--- config.mk ---
export PLATFORM = sky130hd
export DESIGN_NAME = dna_axil_regs_flat
export DESIGN_NICKNAME = d
export VERILOG_FILES = /design/src/rtl/dna_axil_if.sv /design/src/rtl/dna_axil_regs.sv /design/src/flat_wrapper.sv
export SDC_FILE = /design/constraint.sdc
export NUM_CORES = 1
export LEC_CHECK = 0
export ABC_AREA = 1
export CORE_ASPECT_RATIO = 0.8
export CORE_MARGIN = 8
export CORE_UTILIZATION = 45
export DETAILED_ROUTE_END_ITERATION = 10
export GPL_TIMING_DRIVEN = 0
export PLACE_DENSITY = 0.67
export SETUP_SLACK_MARGIN = 0.02
export SLEW_MARGIN = 5
export SYNTH_ARGS = -nofsm -noshare
export SYNTH_HDL_FRONTEND = slang
export SYNTH_SLANG_ARGS = --single-unit
--- constraint.sdc ---
create_clock -name clk -period 2.4 [get_ports clk]
set_input_delay 0.6 -clock clk [delete_from_list [all_inputs] [get_ports clk]]
set_output_delay 0.6 -clock clk [all_outputs]
set_load 0.005 [all_outputs]
--- src/rtl/dna_axil_if.sv ---
// AXI4-Lite bundle for the DNA register block.
// Carries 5-bit addresses and 32-bit data.
interface dna_axil_if;
   logic [4:0]  awaddr;
   logic        awvalid;
   logic        awready;
   logic [31:0] wdata;
   logic [3:0]  wstrb;
   logic        wvalid;
   logic        wready;
   logic [1:0]  bresp;
   logic        bvalid;
   logic        bready;
   logic [4:0]  araddr;
   logic        arvalid;
   logic        arready;
   logic [31:0] rdata;
   logic [1:0]  rresp;
   logic        rvalid;
   logic        rready;

   modport slave (
      input  awaddr, awvalid, wdata, wstrb, wvalid, bready, araddr, arvalid, rready,
      output awready, wready, bresp, bvalid, arready, rdata, rresp, rvalid
   );

   modport master (
      output awaddr, awvalid, wdata, wstrb, wvalid, bready, araddr, arvalid, rready,
      input  awready, wready, bresp, bvalid, arready, rdata, rresp, rvalid
   );
endinterface

--- src/rtl/dna_axil_regs.sv ---
// Captures the 96-bit device DNA from a serial reader and exposes it,
// together with control/status, through an AXI4-Lite register slave.
module dna_axil_regs #(
   parameter bit          AUTO_START     = 1'b1,
   parameter int unsigned TIMEOUT_CYCLES = 64
) (
   input  logic      clk,
   input  logic      rst,
   output logic      start_dna_read,
   input  logic      ser_dna_in,
   input  logic      ser_dna_valid,
   dna_axil_if.slave s_axil
);
   localparam int unsigned DNA_W    = 96;
   localparam int unsigned CNT_W    = 8;
   localparam int unsigned WAIT_W   = $clog2(TIMEOUT_CYCLES + 1);
   localparam logic [31:0] ID_VALUE = 32'h444E_4131;

   typedef enum logic [2:0] {IDLE, START, WAIT, SHIFT, DONE, ERR} state_t;

   state_t            r_state, w_state_nxt;
   logic [CNT_W-1:0]  r_bit_cnt, w_bit_cnt_nxt;
   logic [WAIT_W-1:0] r_wait_cnt, w_wait_cnt_nxt;
   logic [DNA_W-1:0]  r_shreg, w_shreg_nxt, w_shifted;
   logic [DNA_W-1:0]  r_dna_q, w_dna_nxt;
   logic              r_auto, w_auto_nxt;
   logic              r_start_dna_read;

   logic              r_awready, r_wready, r_bvalid;
   logic              r_arready, r_rvalid;
   logic [31:0]       r_rdata;
   logic              w_wr_go, w_wr_fire, w_start_wr;
   logic              w_rd_go, w_rd_fire, w_busy;
   logic [31:0]       w_status, w_rd_mux;
   logic              w_unused;

   assign w_shifted = {ser_dna_in, r_shreg[DNA_W-1:1]};
   assign w_busy    = (r_state == START) || (r_state == WAIT) || (r_state == SHIFT);
   assign w_status  = {16'h0, r_bit_cnt, 5'h0, (r_state == ERR), (r_state == DONE), w_busy};

   // Write accepted only once per transaction; the ready pulse itself blocks re-acceptance
   assign w_wr_go    = s_axil.awvalid && s_axil.wvalid && !r_bvalid && !r_awready;
   assign w_wr_fire  = r_awready && s_axil.awvalid && s_axil.wvalid;
   assign w_start_wr = w_wr_fire && (s_axil.awaddr[4:2] == 3'd0) && s_axil.wdata[0];
   assign w_rd_go    = s_axil.arvalid && !r_rvalid && !r_arready;
   assign w_rd_fire  = r_arready && s_axil.arvalid;

   assign w_unused = ^{s_axil.wstrb, s_axil.wdata[31:1], s_axil.awaddr[1:0], s_axil.araddr[1:0]};

   always_ff @(posedge clk) begin
      if (rst) begin
         r_state          <= IDLE;
         r_bit_cnt        <= '0;
         r_wait_cnt       <= '0;
         r_shreg          <= '0;
         r_dna_q          <= '0;
         r_auto           <= AUTO_START;
         r_start_dna_read <= 1'b0;
      end else begin
         r_state          <= w_state_nxt;
         r_bit_cnt        <= w_bit_cnt_nxt;
         r_wait_cnt       <= w_wait_cnt_nxt;
         r_shreg          <= w_shreg_nxt;
         r_dna_q          <= w_dna_nxt;
         r_auto           <= w_auto_nxt;
         r_start_dna_read <= (w_state_nxt == START);
      end
   end

   always_comb begin
      w_state_nxt    = r_state;
      w_bit_cnt_nxt  = r_bit_cnt;
      w_wait_cnt_nxt = r_wait_cnt;
      w_shreg_nxt    = r_shreg;
      w_dna_nxt      = r_dna_q;
      w_auto_nxt     = r_auto;
      case (r_state)
         IDLE: begin
            if (r_auto || w_start_wr) begin
               w_state_nxt = START;
               w_auto_nxt  = 1'b0;
            end
         end
         START: begin
            w_bit_cnt_nxt  = '0;
            w_wait_cnt_nxt = '0;
            w_shreg_nxt    = '0;
            w_state_nxt    = WAIT;
         end
         WAIT: begin
            w_wait_cnt_nxt = r_wait_cnt + WAIT_W'(1);
            if (ser_dna_valid) begin
               w_shreg_nxt   = w_shifted;
               w_bit_cnt_nxt = r_bit_cnt + CNT_W'(1);
               w_state_nxt   = SHIFT;
            end else if (r_wait_cnt == WAIT_W'(TIMEOUT_CYCLES - 1)) begin
               w_state_nxt = ERR;
            end
         end
         SHIFT: begin
            if (ser_dna_valid) begin
               w_shreg_nxt   = w_shifted;
               w_bit_cnt_nxt = r_bit_cnt + CNT_W'(1);
               if (r_bit_cnt == CNT_W'(DNA_W - 1)) begin
                  w_dna_nxt   = w_shifted;
                  w_state_nxt = DONE;
               end
            end else begin
               w_state_nxt = ERR;
            end
         end
         DONE, ERR: begin
            if (w_start_wr) w_state_nxt = START;
         end
         default: w_state_nxt = IDLE;
      endcase
   end

   always_ff @(posedge clk) begin
      if (rst) begin
         r_awready <= 1'b0;
         r_wready  <= 1'b0;
         r_bvalid  <= 1'b0;
      end else begin
         r_awready <= w_wr_go;
         r_wready  <= w_wr_go;
         if (w_wr_fire)          r_bvalid <= 1'b1;
         else if (s_axil.bready) r_bvalid <= 1'b0;
      end
   end

   // Read data is sampled at the address handshake, so it reflects pre-transition state
   always_comb begin
      w_rd_mux = '0;
      case (s_axil.araddr[4:2])
         3'd1:    w_rd_mux = w_status;
         3'd2:    w_rd_mux = r_dna_q[31:0];
         3'd3:    w_rd_mux = r_dna_q[63:32];
         3'd4:    w_rd_mux = r_dna_q[95:64];
         3'd5:    w_rd_mux = ID_VALUE;
         default: w_rd_mux = '0;
      endcase
   end

   always_ff @(posedge clk) begin
      if (rst) begin
         r_arready <= 1'b0;
         r_rvalid  <= 1'b0;
         r_rdata   <= '0;
      end else begin
         r_arready <= w_rd_go;
         if (w_rd_fire) begin
            r_rvalid <= 1'b1;
            r_rdata  <= w_rd_mux;
         end else if (s_axil.rready) begin
            r_rvalid <= 1'b0;
         end
      end
   end

   assign start_dna_read = r_start_dna_read;
   assign s_axil.awready = r_awready;
   assign s_axil.wready  = r_wready;
   assign s_axil.bvalid  = r_bvalid;
   assign s_axil.bresp   = 2'b00;
   assign s_axil.arready = r_arready;
   assign s_axil.rvalid  = r_rvalid;
   assign s_axil.rdata   = r_rdata;
   assign s_axil.rresp   = 2'b00;
endmodule
--- src/flat_wrapper.sv ---
// flat-port wrapper written by rule: the top's interface ports become plain ports
module dna_axil_regs_flat 
#(
   parameter bit          AUTO_START     = 1'b1,
   parameter int unsigned TIMEOUT_CYCLES = 64
)
  (clk, rst, start_dna_read, ser_dna_in, ser_dna_valid, s_axil_awaddr, s_axil_awvalid, s_axil_wdata, s_axil_wstrb, s_axil_wvalid, s_axil_bready, s_axil_araddr, s_axil_arvalid, s_axil_rready, s_axil_awready, s_axil_wready, s_axil_bresp, s_axil_bvalid, s_axil_arready, s_axil_rdata, s_axil_rresp, s_axil_rvalid);
  dna_axil_if s_axil_i ();
  input  logic clk;
  input  logic rst;
  output logic start_dna_read;
  input  logic ser_dna_in;
  input  logic ser_dna_valid;
  input wire logic [$bits(s_axil_i.awaddr)-1:0] s_axil_awaddr;
  input wire logic [$bits(s_axil_i.awvalid)-1:0] s_axil_awvalid;
  input wire logic [$bits(s_axil_i.wdata)-1:0] s_axil_wdata;
  input wire logic [$bits(s_axil_i.wstrb)-1:0] s_axil_wstrb;
  input wire logic [$bits(s_axil_i.wvalid)-1:0] s_axil_wvalid;
  input wire logic [$bits(s_axil_i.bready)-1:0] s_axil_bready;
  input wire logic [$bits(s_axil_i.araddr)-1:0] s_axil_araddr;
  input wire logic [$bits(s_axil_i.arvalid)-1:0] s_axil_arvalid;
  input wire logic [$bits(s_axil_i.rready)-1:0] s_axil_rready;
  output wire logic [$bits(s_axil_i.awready)-1:0] s_axil_awready;
  output wire logic [$bits(s_axil_i.wready)-1:0] s_axil_wready;
  output wire logic [$bits(s_axil_i.bresp)-1:0] s_axil_bresp;
  output wire logic [$bits(s_axil_i.bvalid)-1:0] s_axil_bvalid;
  output wire logic [$bits(s_axil_i.arready)-1:0] s_axil_arready;
  output wire logic [$bits(s_axil_i.rdata)-1:0] s_axil_rdata;
  output wire logic [$bits(s_axil_i.rresp)-1:0] s_axil_rresp;
  output wire logic [$bits(s_axil_i.rvalid)-1:0] s_axil_rvalid;
  assign s_axil_i.awaddr = s_axil_awaddr;
  assign s_axil_i.awvalid = s_axil_awvalid;
  assign s_axil_i.wdata = s_axil_wdata;
  assign s_axil_i.wstrb = s_axil_wstrb;
  assign s_axil_i.wvalid = s_axil_wvalid;
  assign s_axil_i.bready = s_axil_bready;
  assign s_axil_i.araddr = s_axil_araddr;
  assign s_axil_i.arvalid = s_axil_arvalid;
  assign s_axil_i.rready = s_axil_rready;
  assign s_axil_awready = s_axil_i.awready;
  assign s_axil_wready = s_axil_i.wready;
  assign s_axil_bresp = s_axil_i.bresp;
  assign s_axil_bvalid = s_axil_i.bvalid;
  assign s_axil_arready = s_axil_i.arready;
  assign s_axil_rdata = s_axil_i.rdata;
  assign s_axil_rresp = s_axil_i.rresp;
  assign s_axil_rvalid = s_axil_i.rvalid;
  dna_axil_regs #(.AUTO_START(AUTO_START), .TIMEOUT_CYCLES(TIMEOUT_CYCLES)) u_core (.clk(clk), .rst(rst), .start_dna_read(start_dna_read), .ser_dna_in(ser_dna_in), .ser_dna_valid(ser_dna_valid), .s_axil(s_axil_i));
endmodule
==> results of run 1 <==
[where the power goes]
part	switching (W)	internal (W)
Clock	0.00160	0.00206
Combinational	0.000713	0.000280
Sequential	0.0000457	0.00414
[layout make-up]
cell class | instances | area share
Sequential cell | 247 | 0.4321
Multi-Input combinational cell | 832 | 0.3341
Clock buffer | 37 | 0.06287
Buffer | 84 | 0.04647
Timing Repair Buffer | 53 | 0.04636
Inverter | 135 | 0.04439
Tap cell | 275 | 0.03007
Clock inverter | 6 | 0.003608
[cells by family (layout without fill, tap and decap cells)]
family          count (synthesis)  in the layout
compound gates                408            408
fa+ha+maj                       2              2
flops                         247            247
other cells                     1              4
simple gates                  418            418
buf+inv                       219            315
[synth_stat cells]
library cell,number,area (µm²)
a21oi_1,231,1156
a21oi_2,8,70.07
a31o_2,1,8.760
buf_1,1,3.750
buf_2,16,80.08
buf_4,6,45.04
buf_6,23,259.0
clkbuf_1,38,142.6
clkinv_1,2,7.510
clkinv_2,1,5.000
conb_1,1,3.750
dfxtp_1,247,4945
ha_1,2,25.02
inv_1,126,473.0
inv_2,6,22.52
nand2_1,338,1269
nand2_2,1,6.260
nand2_4,1,11.26
nand3_1,17,85.08
nand3_2,1,10.01
nand3_4,1,17.52
nand4_1,11,68.82
nor2_1,39,146.4
nor2_4,3,33.78
nor3_1,4,20.02
nor3b_1,1,7.510
nor4_1,1,6.260
o21a_1,1,7.510
o21ai_0,75,375.4
o21ai_1,81,405.4
o21ai_2,4,35.03
o22ai_1,7,43.79
[per-stage QoR]
stage               worst slack (ps)  TNS [ps]  std cells    util
floorplan                      869.7         0       1298       -
global placement              -372.6    -21430       1626  0.4982
detailed placement            -390.4    -20890       1626  0.4982
CTS                            152.0         0       1669  0.5337
global route                   81.67         0       1669  0.5337
finish                         97.03         0       1669  0.5337
[state kept, by name, indices dropped and copies added, names as in the netlist, 3 cells and up]
name                 count
u_core.r_dna_q          96
u_core.r_shreg          95
u_core.s_axil.rdata     32
u_core.r_bit_cnt         8
u_core.r_wait_cnt        7
u_core.r_state           3
[layer usage]
metal / part of all wire / wire (µm) / track usage / up-vias
met5: 0 / 0 / 0 / -
met4: 0.022 / 615 / 0.04828 / 0
met3: 0.081 / 2268 / 0.04072 / 51
met2: 0.42 / 11670 / 0.3008 / 305
met1: 0.48 / 13280 / 0.2961 / 4003
li1: - / - / - / 4365
[path summary, 6_finish.rpt]
| check | endpoint | cells past startpoint | slack (ps) | start |
|---|---|---|---|---|
| min reg2reg | u_core.s_axil.arready$_SDFF_PP0_ | 1 | 440 | u_core.s_axil.arready$_SDFF_PP0_ |
| max reg2reg | u_core.r_dna_q[90]$_SDFFE_PP0P_ | 10 | 450 | u_core.r_bit_cnt[0]$_SDFFE_PP0P_ |
| min | u_core.s_axil.arready$_SDFF_PP0_ | 1 | 440 | u_core.s_axil.arready$_SDFF_PP0_ |
| max | u_core.r_shreg[47]$_SDFFE_PP0P_ | 5 | 100 | rst |
==> impl_metrics.tcl, run 1 <==
set metrics [dict create \
    status "complete, no violations" \
    htree_levels 1 \
    fin_area_um2 11440 \
    die_h_um 148.0 \
    setup_viol 0 \
    cts.sinks 247 \
    fp.dieW_um 181.0 \
    wl_per_cell_um 16.68 \
    worst_slew_pin_slew_ps 927.6 \
    clock_latency_ps 530 \
    grt_pass1_wl_mm 43.73 \
    viasPerCell 5.227 \
    die-area_um2 26780 \
    track_usage 0.2026 \
    synthMuxAreaShare 0 \
    critical_path_required_ps 2800 \
    drv_slew 0 \
    crit_type "in -> reg" \
    cp_top_family "buffers and inverters" \
    std_cell_rows 48 \
    hold_ws_ps 437.0 \
    cts_tree "yes" \
    drt-total-wl_mm 27.84 \
    slew_headroom 0.3816 \
    post_synth_num_cell_types 32 \
    synth-xor-area-share 0 \
    most-common-layout-cells "nand2_1 (338), dfxtp_1 (247), a21oi_1 (231)" \
    yosys.area_share.simple 0.1717 \
    hold_path.class "reg -> reg" \
    fmax_mhz 434.2 \
    fin_crit_ps 2303 \
    cpMaxStageDelayCell "clkbuf_1" \
    port_buffers 53 \
    synthesis.area_um2 9796 \
    first_global_vias 7865 \
    peakVddDrop_mv 0.4938 \
    cts_buffers 24 \
    final-hold-violation-count 0 \
    routabilityCongestion 0.8642 \
    synth_area_per_cell_um2 7.564 \
    cts_max_path_buffers 3 \
    core_area_um2 21440 \
    antenna_found_initial 0 \
    finClkSkew_ps 16.78 \
    finalPower_w 0.008847 \
    post-cts-setup-buffers 0 \
    drive_gt1_frac 0.07891 \
    yosys_warnings 0 \
    path_cells "clkdlybuf4s50_1 -> clkbuf_1 -> buf_2 -> clkbuf_1 -> a21oi_1" \
    max-cap-violations 0 \
    crit_fanout 10 \
    p_leak_nw 3.932 \
    power_density_nw_per_um2 773.1 \
    firstDrtPassIters 5 \
    cts_resized 0 \
    synth_fa_ha_area_frac 0.002555 \
    synth_compound_area_frac 0.2146 \
    grt_max_degree 15 \
    path_buf_inv 4 \
    crit_path_frequent_cell "clkbuf_1" \
    initial_core_util 0.4569 \
    ios 97 \
    endpoint_kind "register" \
    cts.clk_slew.worst_paths_ps 60 \
    ant_nets 0 \
    fillers 2052 \
    multi_input_area_um2 3824 \
    critical_path.max_stage_delay_ps 600 \
    placed_cell_area_um2 10680 \
    syn_inst 1295 \
    mostFrequentLayoutCell "nand2_1" \
    cts_root_buf "clkbuf_16" \
    ys_ff_latch 247 \
    gr-total-overflow 0 \
    holdBufCountCts 0 \
    arrival_ps 2700 \
    drtIter0Drc 919 \
    vias 8724 \
    critPathLaunchType "input port" \
    post-dp-hpwl_mm 20.32 \
    synth_top_family_by_area "compound AO/OA/AOI/OAI gates" \
    area_delta_synth_final_pct 16.82 \
    final-seq-area_um2 4945 \
    finalNetCount 1434 \
    rsz0062_at_grt "false" \
    diodes 0 \
    period_share 0.9596 \
    yosysSeqAreaShare 0.5048 \
    drc 0 \
]
(Power assumes the default switching activity.)
==> run 2: changes to the inputs <==
Settings changed: CTS_CLUSTER_SIZE set to 40.
==> results of run 2 <==
Final layout, timing and power as in run 1 (identical DEF).
